<file path="src/rtl/fb_write_arbiter.sv">
// -----------------------------------------------------------------------------
// fb_write_arbiter
//
// Merges two framebuffer write sources onto one registered write port:
//   * single pixel writes (valid/ready handshake)
//   * an inclusive rectangle fill engine (row-major cursor)
// While a fill is running, contended cycles alternate between the two sources
// round-robin. Writes leave on fb_we/fb_addr/fb_data one cycle after their
// grant, so the framebuffer sees them in grant order.
//
// Parameters
//   W  framebuffer width in pixels (power of 2, 2..256)
//   H  framebuffer height in pixels (2..256)
//   B  bits per pixel
//
// Ports
//   clk_in        single clock, all logic on the rising edge
//   rst_in        synchronous active-high reset
//   px_valid      pixel write request
//   px_x, px_y    pixel coordinates (out-of-range pixels are accepted, dropped)
//   px_data       pixel value
//   px_ready      request accepted this cycle when px_valid && px_ready
//   fill_start    start a rectangle fill (sampled only while idle)
//   fill_x0..y1   inclusive rectangle corners, clamped to W-1 / H-1
//   fill_color    fill value
//   fill_busy     fill in progress
//   fill_done     one-cycle completion pulse
//   fb_we         framebuffer write enable (registered)
//   fb_addr       framebuffer address y*W + x (registered, unused MSBs zero)
//   fb_data       framebuffer write data (registered)
// -----------------------------------------------------------------------------
module fb_write_arbiter #(
    parameter int W = 256,
    parameter int H = 256,
    parameter int B = 8
) (
    input  logic         clk_in,
    input  logic         rst_in,

    input  logic         px_valid,
    input  logic [7:0]   px_x,
    input  logic [7:0]   px_y,
    input  logic [B-1:0] px_data,
    output logic         px_ready,

    input  logic         fill_start,
    input  logic [7:0]   fill_x0,
    input  logic [7:0]   fill_y0,
    input  logic [7:0]   fill_x1,
    input  logic [7:0]   fill_y1,
    input  logic [B-1:0] fill_color,
    output logic         fill_busy,
    output logic         fill_done,

    output logic         fb_we,
    output logic [15:0]  fb_addr,
    output logic [B-1:0] fb_data
);

    localparam int         XW    = $clog2(W);
    localparam logic [7:0] X_MAX = 8'(W - 1);
    localparam logic [7:0] Y_MAX = 8'(H - 1);

    typedef enum logic [1:0] {
        S_IDLE,
        S_FILL,
        S_DONE
    } state_e;

    // Which source won the most recent contended cycle.
    typedef enum logic {
        GNT_FILL,
        GNT_PIX
    } grant_e;

    function automatic logic [7:0] clamp(input logic [7:0] v, input logic [7:0] max_v);
        return (v > max_v) ? max_v : v;
    endfunction

    // W is a power of two, so y*W + x is a shift and an OR.
    function automatic logic [15:0] addr_of(input logic [7:0] x, input logic [7:0] y);
        return (16'(y) << XW) | 16'(x);
    endfunction

    state_e         state_q,      state_d;
    grant_e         last_gnt_q,   last_gnt_d;
    logic [7:0]     x0_q,         x0_d;
    logic [7:0]     x1_q,         x1_d;
    logic [7:0]     y1_q,         y1_d;
    logic [B-1:0]   color_q,      color_d;
    logic [7:0]     cur_x_q,      cur_x_d;
    logic [7:0]     cur_y_q,      cur_y_d;
    logic           fb_we_q,      fb_we_d;
    logic [15:0]    fb_addr_q,    fb_addr_d;
    logic [B-1:0]   fb_data_q,    fb_data_d;
    logic           fill_busy_q,  fill_busy_d;
    logic           fill_done_q,  fill_done_d;

    logic [7:0]     cx0, cy0, cx1, cy1;
    logic           pix_in_range;
    logic           pix_grant;
    logic           fill_grant;
    logic           fill_last;

    always_comb begin
        // NOTE: every variable gets a default first, so no path leaves one
        // unassigned and no latch is inferred; blocking '=' is correct here.
        state_d     = state_q;
        last_gnt_d  = last_gnt_q;
        x0_d        = x0_q;
        x1_d        = x1_q;
        y1_d        = y1_q;
        color_d     = color_q;
        cur_x_d     = cur_x_q;
        cur_y_d     = cur_y_q;
        fb_we_d     = 1'b0;
        fb_addr_d   = fb_addr_q;
        fb_data_d   = fb_data_q;
        px_ready    = 1'b0;
        pix_grant   = 1'b0;
        fill_grant  = 1'b0;

        cx0          = clamp(fill_x0, X_MAX);
        cy0          = clamp(fill_y0, Y_MAX);
        cx1          = clamp(fill_x1, X_MAX);
        cy1          = clamp(fill_y1, Y_MAX);
        pix_in_range = ({1'b0, px_x} < 9'(W)) && ({1'b0, px_y} < 9'(H));
        fill_last    = (cur_x_q == x1_q) && (cur_y_q == y1_q);

        case (state_q)
            S_IDLE: begin
                px_ready  = 1'b1;
                pix_grant = px_valid;
                if (fill_start) begin
                    x0_d    = cx0;
                    x1_d    = cx1;
                    y1_d    = cy1;
                    color_d = fill_color;
                    cur_x_d = cx0;
                    cur_y_d = cy0;
                    // An empty rectangle completes without a single write.
                    state_d = ((cx0 <= cx1) && (cy0 <= cy1)) ? S_FILL : S_DONE;
                end
            end

            S_FILL: begin
                if (px_valid) begin
                    // Contended: whoever did not win last time wins now.
                    if (last_gnt_q == GNT_FILL) begin
                        pix_grant  = 1'b1;
                        last_gnt_d = GNT_PIX;
                    end else begin
                        fill_grant = 1'b1;
                        last_gnt_d = GNT_FILL;
                    end
                end else begin
                    fill_grant = 1'b1;
                end
                px_ready = pix_grant;

                if (fill_grant) begin
                    fb_we_d   = 1'b1;
                    fb_addr_d = addr_of(cur_x_q, cur_y_q);
                    fb_data_d = color_q;
                    if (fill_last) begin
                        state_d = S_DONE;
                    end else if (cur_x_q == x1_q) begin
                        cur_x_d = x0_q;
                        cur_y_d = cur_y_q + 8'd1;
                    end else begin
                        cur_x_d = cur_x_q + 8'd1;
                    end
                end
            end

            S_DONE: begin
                px_ready  = 1'b1;
                pix_grant = px_valid;
                state_d   = S_IDLE;
            end

            default: begin
                state_d = S_IDLE;
            end
        endcase

        // An accepted out-of-range pixel still consumes its grant but writes nothing.
        if (pix_grant && pix_in_range) begin
            fb_we_d   = 1'b1;
            fb_addr_d = addr_of(px_x, px_y);
            fb_data_d = px_data;
        end

        // Status flags are registered copies of the next state.
        fill_busy_d = (state_d == S_FILL);
        fill_done_d = (state_d == S_DONE);
    end

    always_ff @(posedge clk_in) begin
        // NOTE: reset is synchronous and has priority, so anything granted in
        // the reset cycle is discarded; sequential state uses '<=' only.
        if (rst_in) begin
            state_q     <= S_IDLE;
            last_gnt_q  <= GNT_FILL;
            x0_q        <= '0;
            x1_q        <= '0;
            y1_q        <= '0;
            color_q     <= '0;
            cur_x_q     <= '0;
            cur_y_q     <= '0;
            fb_we_q     <= 1'b0;
            fb_addr_q   <= '0;
            fb_data_q   <= '0;
            fill_busy_q <= 1'b0;
            fill_done_q <= 1'b0;
        end else begin
            state_q     <= state_d;
            last_gnt_q  <= last_gnt_d;
            x0_q        <= x0_d;
            x1_q        <= x1_d;
            y1_q        <= y1_d;
            color_q     <= color_d;
            cur_x_q     <= cur_x_d;
            cur_y_q     <= cur_y_d;
            fb_we_q     <= fb_we_d;
            fb_addr_q   <= fb_addr_d;
            fb_data_q   <= fb_data_d;
            fill_busy_q <= fill_busy_d;
            fill_done_q <= fill_done_d;
        end
    end

    assign fb_we     = fb_we_q;
    assign fb_addr   = fb_addr_q;
    assign fb_data   = fb_data_q;
    assign fill_busy = fill_busy_q;
    assign fill_done = fill_done_q;

endmodule
</file>
<file path="config.mk">
export PLATFORM = sky130hd
export DESIGN_NAME = fb_write_arbiter
export DESIGN_NICKNAME = d
export VERILOG_FILES = /design/src/rtl/fb_write_arbiter.sv
export SDC_FILE = /design/constraint.sdc
export NUM_CORES = 1
export LEC_CHECK = 0
export CAP_MARGIN = 20
export CORE_ASPECT_RATIO = 1.75
export CORE_MARGIN = 2
export CORE_UTILIZATION = 54
export CTS_CLUSTER_DIAMETER = 60
export DETAILED_ROUTE_END_ITERATION = 7
export PLACE_DENSITY = 0.86
export SETUP_SLACK_MARGIN = 0.05
export SLEW_MARGIN = 20
export SYNTH_ARGS = -nofsm -noshare
export SYNTH_HDL_FRONTEND = slang
export SYNTH_SLANG_ARGS = --single-unit
</file>
<file path="constraint.sdc">
create_clock -name clk_in -period 5.9 [get_ports clk_in]
set_input_delay 0.885 -clock clk_in [delete_from_list [all_inputs] [get_ports clk_in]]
set_output_delay 0.885 -clock clk_in [all_outputs]
set_load 0.01 [all_outputs]
</file>
==> key figures, run 1 <==
Cells and area
  • Share of post-route cells with drive strength above 1: 0.0622
  • Area Growth Syn to Fin: 30.5%
  • Post-Layout Cell Count: 667
  • Final nets: 660
  • Antenna diodes: 0
  • Post-layout instance area: 5320 sq um

Power
  • Leakage power: 2.18 nW
  • VDD IR max: 0.200 mV
  • PwrDens: 292 nW/um^2

Setup path
  • CP bufs+invs: 3
  • Critical Path Fanout Max: 3
  • Crit path cell chain: clkdlybuf4s50_1, inv_1, o31ai_1, clkdlybuf4s50_1
  • Crit-path slowest cell: clkdlybuf4s50_1
  • CP arrival: 2.22 ns
  • Setup Crit Path Kind: input pin to output port
  • Worst setup SP type: input pin
  • Max incr delay on CP: 0.57 ns
  • Crit end category: output port
  • WP data required: 5.02 ns
  • Top Family by Delay on Critical Path: buffers and inverters
  • Most frequent CP cell: clkdlybuf4s50_1
  • R2R setup slack: 3.17 ns

Synthesis
  • Syn avg cell area: 8.29 sq um
  • Synth Warn #: 0
  • Yosys reg bits: 78
  • Most common cell in the netlist: nand2_1
  • Top post-synthesis cells by area: dfxtp_1, nand2_1, mux2i_1
  • Top-area cell type share of the netlist area: 0.383
  • Asr flop ratio synth: 0
  • Unique cell type count in the Yosys netlist: 45
  • Cell taking the most area after synthesis: dfxtp_1
  • Ys flop type: dfxtp_1
  • Top cells by count, synth: nand2_1, dfxtp_1, a21oi_1, o21ai_0, mux2i_1
  • Number of flops mapped to enable cells by yosys: 0
  • Syn Inst Count: 492
  • Post-synthesis sequential area ratio: 0.383
  • Synthesized area: 4080 sq um
  • Syn nets: 578

CTS
  • CTS Buf Count: 9
  • # resized after CTS: 0
  • Htree depth: 3
  • CTS tree: done
  • CTS Buffer Depth: 2
  • Setup bufs post-CTS: 0
  • Clock root buffer: clkbuf_16
  • Clk Latency, worst-skew pair: 0.34 ns
  • Clk slew on worst S/H paths: 0.06 ns
  • Sink Count: 78
  • Hold-fix buffers, CTS: 0

Floorplan
  • Initial core utilization: 0.547
  • Die area: 8290 sq um
  • Core Box Area: 7460 sq um
  • Num rows: 42
  • Io pins: 96
  • Die H: 119 um
  • Die Span X: 69.7 um

Timing
  • Final-report hold violation count: 0
  • Tcrit/Tclk final: 0.526
  • Actual slew at the worst max-slew pin: 1.04 ns
  • Slew Limit Fails: 0
  • RSZ-0062 raised after global routing: no
  • Fmax: 322 MHz
  • Setup TNS: 0 ns
  • Setup violators final: 0
  • Final min period: 3.11 ns
  • Final setup skew: 0.00988 ns
  • Rel. slew slack: 0.307

GRT
  • Vias in the first global route: 3700
  • Initial antenna violation count: 0
  • First-pass GRT wire length: 17800 um
  • GRT overflow: 0
  • Largest net degree at the start of global routing: 53
  • All-Layer GR Usage: 0.269

Min path
  • Hold crit path type: register to register

Route
  • Residual DRC: 0
  • Drt via density: 5.73
  • 1st-iter DRT viols: 282
  • Routed WL per cell: 16.5 um
  • WL final: 11000 um
  • Drt pass-1 iters: 5
  • ANT nets after route: 0
  • Total vias in the final route: 3822

Place
  • Port bufs: 95
  • Post-Place Cells: 651
  • Dpl cell area: 5010 sq um
  • GP Congestion: 0.890
  • HPWL after DPL: 7550 um

Outcome
  • Status: complete, no violations

Flow run
  • Maxcap violations: 0
==> worst min-delay path, cell delays in order (launching register included) <==
cell,delay [ns]
dfxtp_1,0.32
nand2_1,0.05
o21ai_0,0.05
==> area by class of cell <==
type                            instances  area, sq um
Tap cell                               88          110
Clock inverter                          4         70.1
Timing Repair Buffer                   99          976
Sequential cell                        78         1560
Fill cell                             590         2140
Clock buffer                           12          246
Multi-Input combinational cell        361         2260
Inverter                               25         93.8
==> sequential cells by signal (all words and copies together) (netlist names), 2 cells and up <==
signal and count:
fb_addr 16, color_q 8, cur_x_q 8, cur_y_q 8, fb_data 8, x0_q 8
x1_q 8, y1_q 8, state_q 2
==> worst paths after layout <==
path                    from          to  depth (start not counted)
hold reg to reg   fb_addr[6]  fb_addr[6]                          2
setup / recovery    px_valid    px_ready                          4
hold / removal    fb_addr[6]  fb_addr[6]                          2
setup reg to reg  state_q[1]  fb_data[7]                          4
==> where the power goes <==
group | internal [mW] | leakage, nW | switching (mW)
sequential | 0.574 | 0.641 | 0.0462
combinational | 0.162 | 1.38 | 0.182
clock | 0.381 | 0.157 | 0.208
==> cells by family after synthesis <==
kind of cell               share of synthesized area
and+or+nand+nor                                0.185
AOI/OAI and AO/OA                              0.184
DFF                                            0.383
buffers and inverters                         0.0622
muxes                                         0.0810
xor gates and xnor gates                      0.0494
adders and majority gates                     0.0552
==> routing by layer <==
| metal | global-route usage | vias up | part of all wire |
|---|---|---|---|
| met5 | 0 | - | 0 |
| li1 | - | 1840 | - |
| met2 | 0.475 | 147 | 0.52 |
| met4 | 0.142 | 0 | 0.046 |
| met3 | 0.0516 | 46 | 0.054 |
| met1 | 0.303 | 1789 | 0.38 |
==> layout by cell type (no fill, tap or decap), types with 4 or more instances in the layout <==
master / n
a21oi_1: 54
mux2i_1: 33
clkdlybuf4s50_1: 94
inv_1: 25
o211ai_1: 8
nand4_1: 6
nand3_1: 8
nor2_1: 12
nand2_1: 110
xnor2_1: 14
o21a_1: 8
dfxtp_1: 78
o21ai_0: 38
buf_4: 4
ha_1: 18
clkbuf_16: 9
xor2_1: 9
o31ai_1: 5
==> through the flow <==
step	power (mW)	setup slack (ns)	util	hold WS, ns
global placement	0.954	2.82	0.671	0.434
finish	1.55	2.79	0.713	0.451
global route	1.62	2.72	0.713	0.487
CTS	1.56	2.79	0.713	0.454
floorplan	0.837	3.76	-	0.434
detailed placement	0.967	2.81	0.671	0.441
No activity file was read; power rests on OpenSTA's default activity.
==> inputs of run 2 (changes only) <==
--- a/config.mk
+++ b/config.mk
@@ -8,10 +8,10 @@
 export CAP_MARGIN = 20
 export CORE_ASPECT_RATIO = 1.75
 export CORE_MARGIN = 2
-export CORE_UTILIZATION = 54
+export CORE_UTILIZATION = 45
 export CTS_CLUSTER_DIAMETER = 60
 export DETAILED_ROUTE_END_ITERATION = 7
-export PLACE_DENSITY = 0.86
+export PLACE_DENSITY = 0.76
 export SETUP_SLACK_MARGIN = 0.05
 export SLEW_MARGIN = 20
 export SYNTH_ARGS = -nofsm -noshare
==> constraint.sdc (replaced) <==
create_clock -name clk_in -period 2.7 [get_ports clk_in]
set_input_delay 0.405 -clock clk_in [delete_from_list [all_inputs] [get_ports clk_in]]
set_output_delay 0.405 -clock clk_in [all_outputs]
set_load 0.01 [all_outputs]
==> run 2 against run 1 <==
Die area grew 19%. Routed wire length shrank 5.3%. Sequential power grew 120%. Hold slack lost 0.0019 ns. Combinational power grew 120%. Flip-flop and latch count is the same. Via count shrank 2.7%. First-iteration DRC count shrank 28%. Final cell count grew 5.7%. Clock power grew 100%. Design area grew 1.3%. Sequential share of layout area shrank 0.38 points. Critical endpoint is now cur_x_q[6]. Largest power group unchanged. Highest routed layer unchanged.
==> key figures, run 2 (synthesis results as in run 1) <==
CTS
  • Sink Count: 78
  • CTS Buf Count: 9
  • CTS Buffer Depth: 2
  • Htree depth: 3
  • Hold-fix buffers, CTS: 0
  • Clock root buffer: clkbuf_16
  • CTS tree: done
  • # resized after CTS: 0
  • Setup bufs post-CTS: 0
  • Clk Latency, worst-skew pair: 0.33 ns
  • Clk slew on worst S/H paths: 0.06 ns

Setup path
  • CP bufs+invs: 0
  • Reg-to-reg critical path startpoint: cur_x_q[1]
  • WP data required: 2.92 ns
  • R2R setup slack: 0.45 ns
  • Worst R2R Path Depth: 6
  • Crit path cell chain: xor2_1, nor4_4, nand4_4, a21oi_4, a21oi_1, o21a_1
  • Crit end category: register
  • Top Family by Delay on Critical Path: compound AO/OA/AOI/OAI gates
  • CP arrival: 2.47 ns
  • Setup Crit Path Kind: register to register
  • Max incr delay on CP: 0.52 ns
  • Crit-path slowest cell: nor4_4
  • Critical Path Fanout Max: 16
  • Reg2reg end: cur_x_q[6]
  • Worst setup SP type: register

Route
  • Total vias in the final route: 3719
  • WL final: 10400 um
  • Drt via density: 5.28
  • Drt pass-1 iters: 5
  • Routed WL per cell: 14.7 um
  • Residual DRC: 0
  • ANT nets after route: 0
  • 1st-iter DRT viols: 204

Timing
  • Slew Limit Fails: 0
  • Rel. slew slack: 0.453
  • Min setup slack post-route: 0.453 ns
  • Tcrit/Tclk final: 0.832
  • Final setup skew: 0.00546 ns
  • Actual slew at the worst max-slew pin: 0.821 ns
  • Setup violators final: 0
  • Setup TNS: 0 ns
  • Final min period: 2.25 ns
  • Fmax: 445 MHz
  • Final-report hold violation count: 0
  • RSZ-0062 raised after global routing: no

Place
  • Post-Place Worst Slack: 0.338 ns
  • GP Congestion: 0.885
  • HPWL after DPL: 7690 um
  • Port bufs: 95

Floorplan
  • Initial core utilization: 0.457
  • Die H: 130 um
  • Die Span X: 76.0 um
  • Core Box Area: 8920 sq um
  • Die area: 9870 sq um
  • Io pins: 96
  • Num rows: 46

GRT
  • Vias in the first global route: 3563
  • GRT overflow: 0
  • Initial antenna violation count: 0
  • All-Layer GR Usage: 0.217
  • First-pass GRT wire length: 17100 um
  • Largest net degree at the start of global routing: 52

Cells and area
  • Number of fillers in the final layout: 798
  • Commonest non-fill, non-tap cells in the layout: nand2_1, clkdlybuf4s50_1, dfxtp_1
  • Share of post-route cells with drive strength above 1: 0.0735
  • Antenna diodes: 0
  • Final nets: 666
  • Max FFs per register: 16
  • Area Growth Syn to Fin: 32.2%
  • Most common cell after layout, fill and taps aside: nand2_1

Power
  • VDD IR max: 0.348 mV
  • PwrDens: 613 nW/um^2
  • Leakage power: 2.20 nW

Outcome
  • Status: complete, no violations

Min path
  • Hold crit path type: register to register
  • Min-Delay Endpoint: fb_data[4]
  • Hold depth: 2
  • Hold wc startpoint: fb_data[4]

Flow run
  • Maxcap violations: 0
[run 2: cell types whose count changed in the layout (fill, tap and decap cells not counted)]
cell       previous run  this run
buf_4                 4        10
bufinv_16             2         1
clkbuf_1              2         1
clkbuf_8              1         2
clkinv_2              2         3
[run 2: per-stage QoR]
stage | total power, mW | std cells | instance area [sq um] | hold slack, ns | util
after floorplan | 1.83 | 492 | 4080 | 0.434 | -
after global placement | 2.10 | 689 | 5090 | 0.434 | 0.571
after detailed placement | 2.12 | 689 | 5090 | 0.442 | 0.571
after CTS | 3.34 | 705 | 5390 | 0.454 | 0.604
after global routing | 3.48 | 705 | 5390 | 0.470 | 0.604
final | 3.31 | 705 | 5390 | 0.449 | 0.604
[run 2: report_power, final]
part | switching [mW] | leakage, nW | internal, mW
Clock | 0.443 | 0.152 | 0.761
Combinational | 0.390 | 1.41 | 0.366
Sequential | 0.0919 | 0.641 | 1.25
Total | 0.925 | 2.20 | 2.38
[run 2: cell type report]
type,count,area [sq um],share of cell area
Sequential cell,78,1560,0.290
Inverter,25,93.8,0.0174
Clock inverter,4,45.0,0.00835
Multi-Input combinational cell,361,2260,0.420
Timing Repair Buffer,105,1020,0.189
Tap cell,120,150,0.0278
Clock buffer,12,256,0.0476
[run 2: routing by layer]
metal | vias up | global-route usage | routed length [um]
met5 | - | 0 | 0
met4 | 0 | 0.114 | 253
met3 | 19 | 0.0401 | 473
met2 | 116 | 0.381 | 5460
met1 | 1725 | 0.252 | 4200
li1 | 1859 | - | -
[run 2: worst max-delay path by stage]
stage | from | endpoint | slack (ns) | cells past startpoint
2_1_floorplan | cur_x_q[5] | cur_x_q[1] | 0.78 | 7
3_3_place_gp | fill_x1[1] | fill_done | 0.38 | 9
3_5_place_dp | fill_x1[1] | fill_done | 0.34 | 9
4_1_cts | cur_x_q[1] | cur_x_q[3] | 0.43 | 6
5_1_grt | cur_x_q[1] | cur_x_q[3] | 0.28 | 6
6_report | cur_x_q[1] | cur_x_q[6] | 0.45 | 6
[run 2: worst min-delay path: stages (launching register included)]
cell and delay, ns:
dfxtp_1 0.32, nand2_1 0.04, o21ai_0 0.05
==> inputs of run 3 (changes only) <==
==> constraint.sdc (replaced) <==
create_clock -name clk_in -period 1.8 [get_ports clk_in]
set_input_delay 0.27 -clock clk_in [delete_from_list [all_inputs] [get_ports clk_in]]
set_output_delay 0.27 -clock clk_in [all_outputs]
set_load 0.01 [all_outputs]
==> run 3 against run 2 <==
The run now ends with negative setup slack left. Global-route usage up 2.4 points. Via count up 9.4%. Flip-flop and latch count unchanged. Die area unchanged. Combinational power grew 120%. Register-to-register slack worse by 0.49 ns.
==> key figures, run 3 (synthesis results as in run 1) <==
Outcome
  • Status: finished with violations
  • Failing checks: negative setup slack

Cells and area
  • Post-layout instance area: 6250 sq um
  • Area of the multi-input gates: 2490 sq um
  • Antenna diodes: 0
  • Share of post-route cells with drive strength above 1: 0.218
  • Utilization of the core after routing: 0.700
  • Most common cell after layout, fill and taps aside: nand2_1
  • Area Growth Syn to Fin: 53.1%
  • Final nets: 724
  • Max FFs per register: 16
  • Number of fillers in the final layout: 669
  • Commonest non-fill, non-tap cells in the layout: nand2_1, clkdlybuf4s50_1, dfxtp_1
  • Register area: 1570 sq um

CTS
  • Clk slew on worst S/H paths: 0.06 ns
  • Hold-fix buffers, CTS: 0
  • CTS Buffer Depth: 2
  • CTS Buf Count: 9
  • CTS tree: done
  • Htree depth: 3
  • Sink Count: 78
  • Clk Latency, worst-skew pair: 0.34 ns
  • Clock root buffer: clkbuf_16

Setup path
  • Critical Path Fanout Max: 7
  • Setup Crit Path Kind: register to register
  • Worst setup SP type: register
  • WP data required: 2.03 ns
  • CP bufs+invs: 2
  • Critical Path Stages: 8
  • Top Family by Delay on Critical Path: flip-flops
  • Worst R2R Path Depth: 8
  • Reg-to-reg critical path startpoint: cur_x_q[4]
  • Crit end category: register
  • Max incr delay on CP: 0.38 ns
  • Crit-path slowest cell: dfxtp_1
  • Crit path cell chain: xor2_1, nor4_4, buf_6, buf_4, nand2_8, mux2i_1, o21ai_1, o21a_1
  • Crit. Startpoint: cur_x_q[4]
  • Reg2reg end: cur_x_q[2]
  • Critical path endpoint: cur_x_q[2]
  • CP arrival: 2.07 ns
  • R2R setup slack: -0.04 ns

Min path
  • Hold crit path type: input pin to register
  • Hold depth: 3

Timing
  • Final min period: 1.84 ns
  • Fmax: 543 MHz
  • Final setup skew: 0.00815 ns
  • Rel. slew slack: 0.734
  • Min setup slack post-route: -0.0400 ns
  • Hold_ws: 0.222 ns
  • Actual slew at the worst max-slew pin: 0.399 ns
  • Setup violators final: 6
  • Slew Limit Fails: 0
  • Tcrit/Tclk final: 1.02
  • Final-report hold violation count: 0
  • RSZ-0062 raised after global routing: yes

Power
  • Switch Pwr: 1.60 mW
  • Switching share of power: 0.284
  • VDD IR max: 0.750 mV
  • Combinational fraction of design power: 0.293
  • PwrDens: 901 nW/um^2
  • Leakage power: 2.64 nW
  • Sequential Power Share: 0.354
  • Clk pwr share: 0.353
  • Overall power: 5.63 mW
  • Internal power: 4.03 mW

Route
  • Drt via density: 5.33
  • ANT nets after route: 0
  • Total vias in the final route: 4068
  • Residual DRC: 0
  • WL final: 12300 um
  • Drt pass-1 iters: 4
  • Routed WL per cell: 16.1 um
  • 1st-iter DRT viols: 209

Floorplan
  • Core Box Area: 8920 sq um
  • Die area: 9870 sq um
  • Die H: 130 um
  • Num rows: 46
  • Io pins: 96
  • Die Span X: 76.0 um
  • Initial core utilization: 0.457

GRT
  • First-pass GRT wire length: 19000 um
  • Initial antenna violation count: 0
  • Vias in the first global route: 3997
  • All-Layer GR Usage: 0.241
  • GRT overflow: 0
  • Largest net degree at the start of global routing: 26

Place
  • Port bufs: 95
  • Dpl cell area: 5510 sq um
  • GP Congestion: 0.898
  • HPWL after DPL: 8380 um
  • Post-Place Worst Slack: -0.320 ns

Flow run
  • Maxcap violations: 0
## run 3: worst min-delay path by stage
stage,start,end,slack [ns]
after floorplan,fill_color[0],color_q[0],0.40
after global placement,fb_data[0],fb_data[0],0.43
after detailed placement,fb_data[1],fb_data[1],0.44
after CTS,rst_in,last_gnt_q,0.34
after global routing,fill_x1[6],x1_q[6],0.25
final,fill_x1[1],x1_q[1],0.22
## run 3: power by group through the flow
stage | Sequential, mW | Combinational [mW] | Clock, mW
global route | 2.01 | 1.77 | 2.10
finish | 2.00 | 1.65 | 1.98
floorplan | 2.04 | 0.717 | 0
CTS | 1.99 | 1.51 | 2.01
global placement | 2.01 | 1.32 | 0
detailed placement | 2.02 | 1.35 | 0
## run 3: routing by layer
metal	track usage	share of wire	vias to the layer above
met4	0.137	0.039	0
met5	0	0	-
met3	0.0380	0.045	35
met2	0.445	0.55	147
met1	0.262	0.37	1919
li1	-	-	1967
## run 3: final cells by class
cell class | instances | area share
tap | 120 | 0.0240
clock buffer | 11 | 0.0405
sequential | 78 | 0.251
timing repair buffer | 163 | 0.258
clock inverter | 5 | 0.0130
inverter | 25 | 0.0150
multi-input combinational | 361 | 0.398
## run 3: worst reg2reg max path, stage by stage (launching register included)
cell and delay, ns:
dfxtp_1 0.38, xor2_1 0.36, nor4_4 0.06, buf_6 0.14, buf_4 0.15, nand2_8 0.10
mux2i_1 0.26, o21ai_1 0.11, o21a_1 0.18
## run 3: metrics by stage
stage	TNS, ns	std cells
final	-0.0814	763
after detailed placement	-2.61	735
after floorplan	-0.294	492
after global placement	-1.83	735
after global routing	-1.24	763
after CTS	-0.0448	761
## run 3: timing repair
action,4_1_cts,5_1_grt
gates resized for setup,15,48
cloned,1,0
endpoints found under the setup margin,13,38
pin swaps,12,17
buffers inserted,9,2
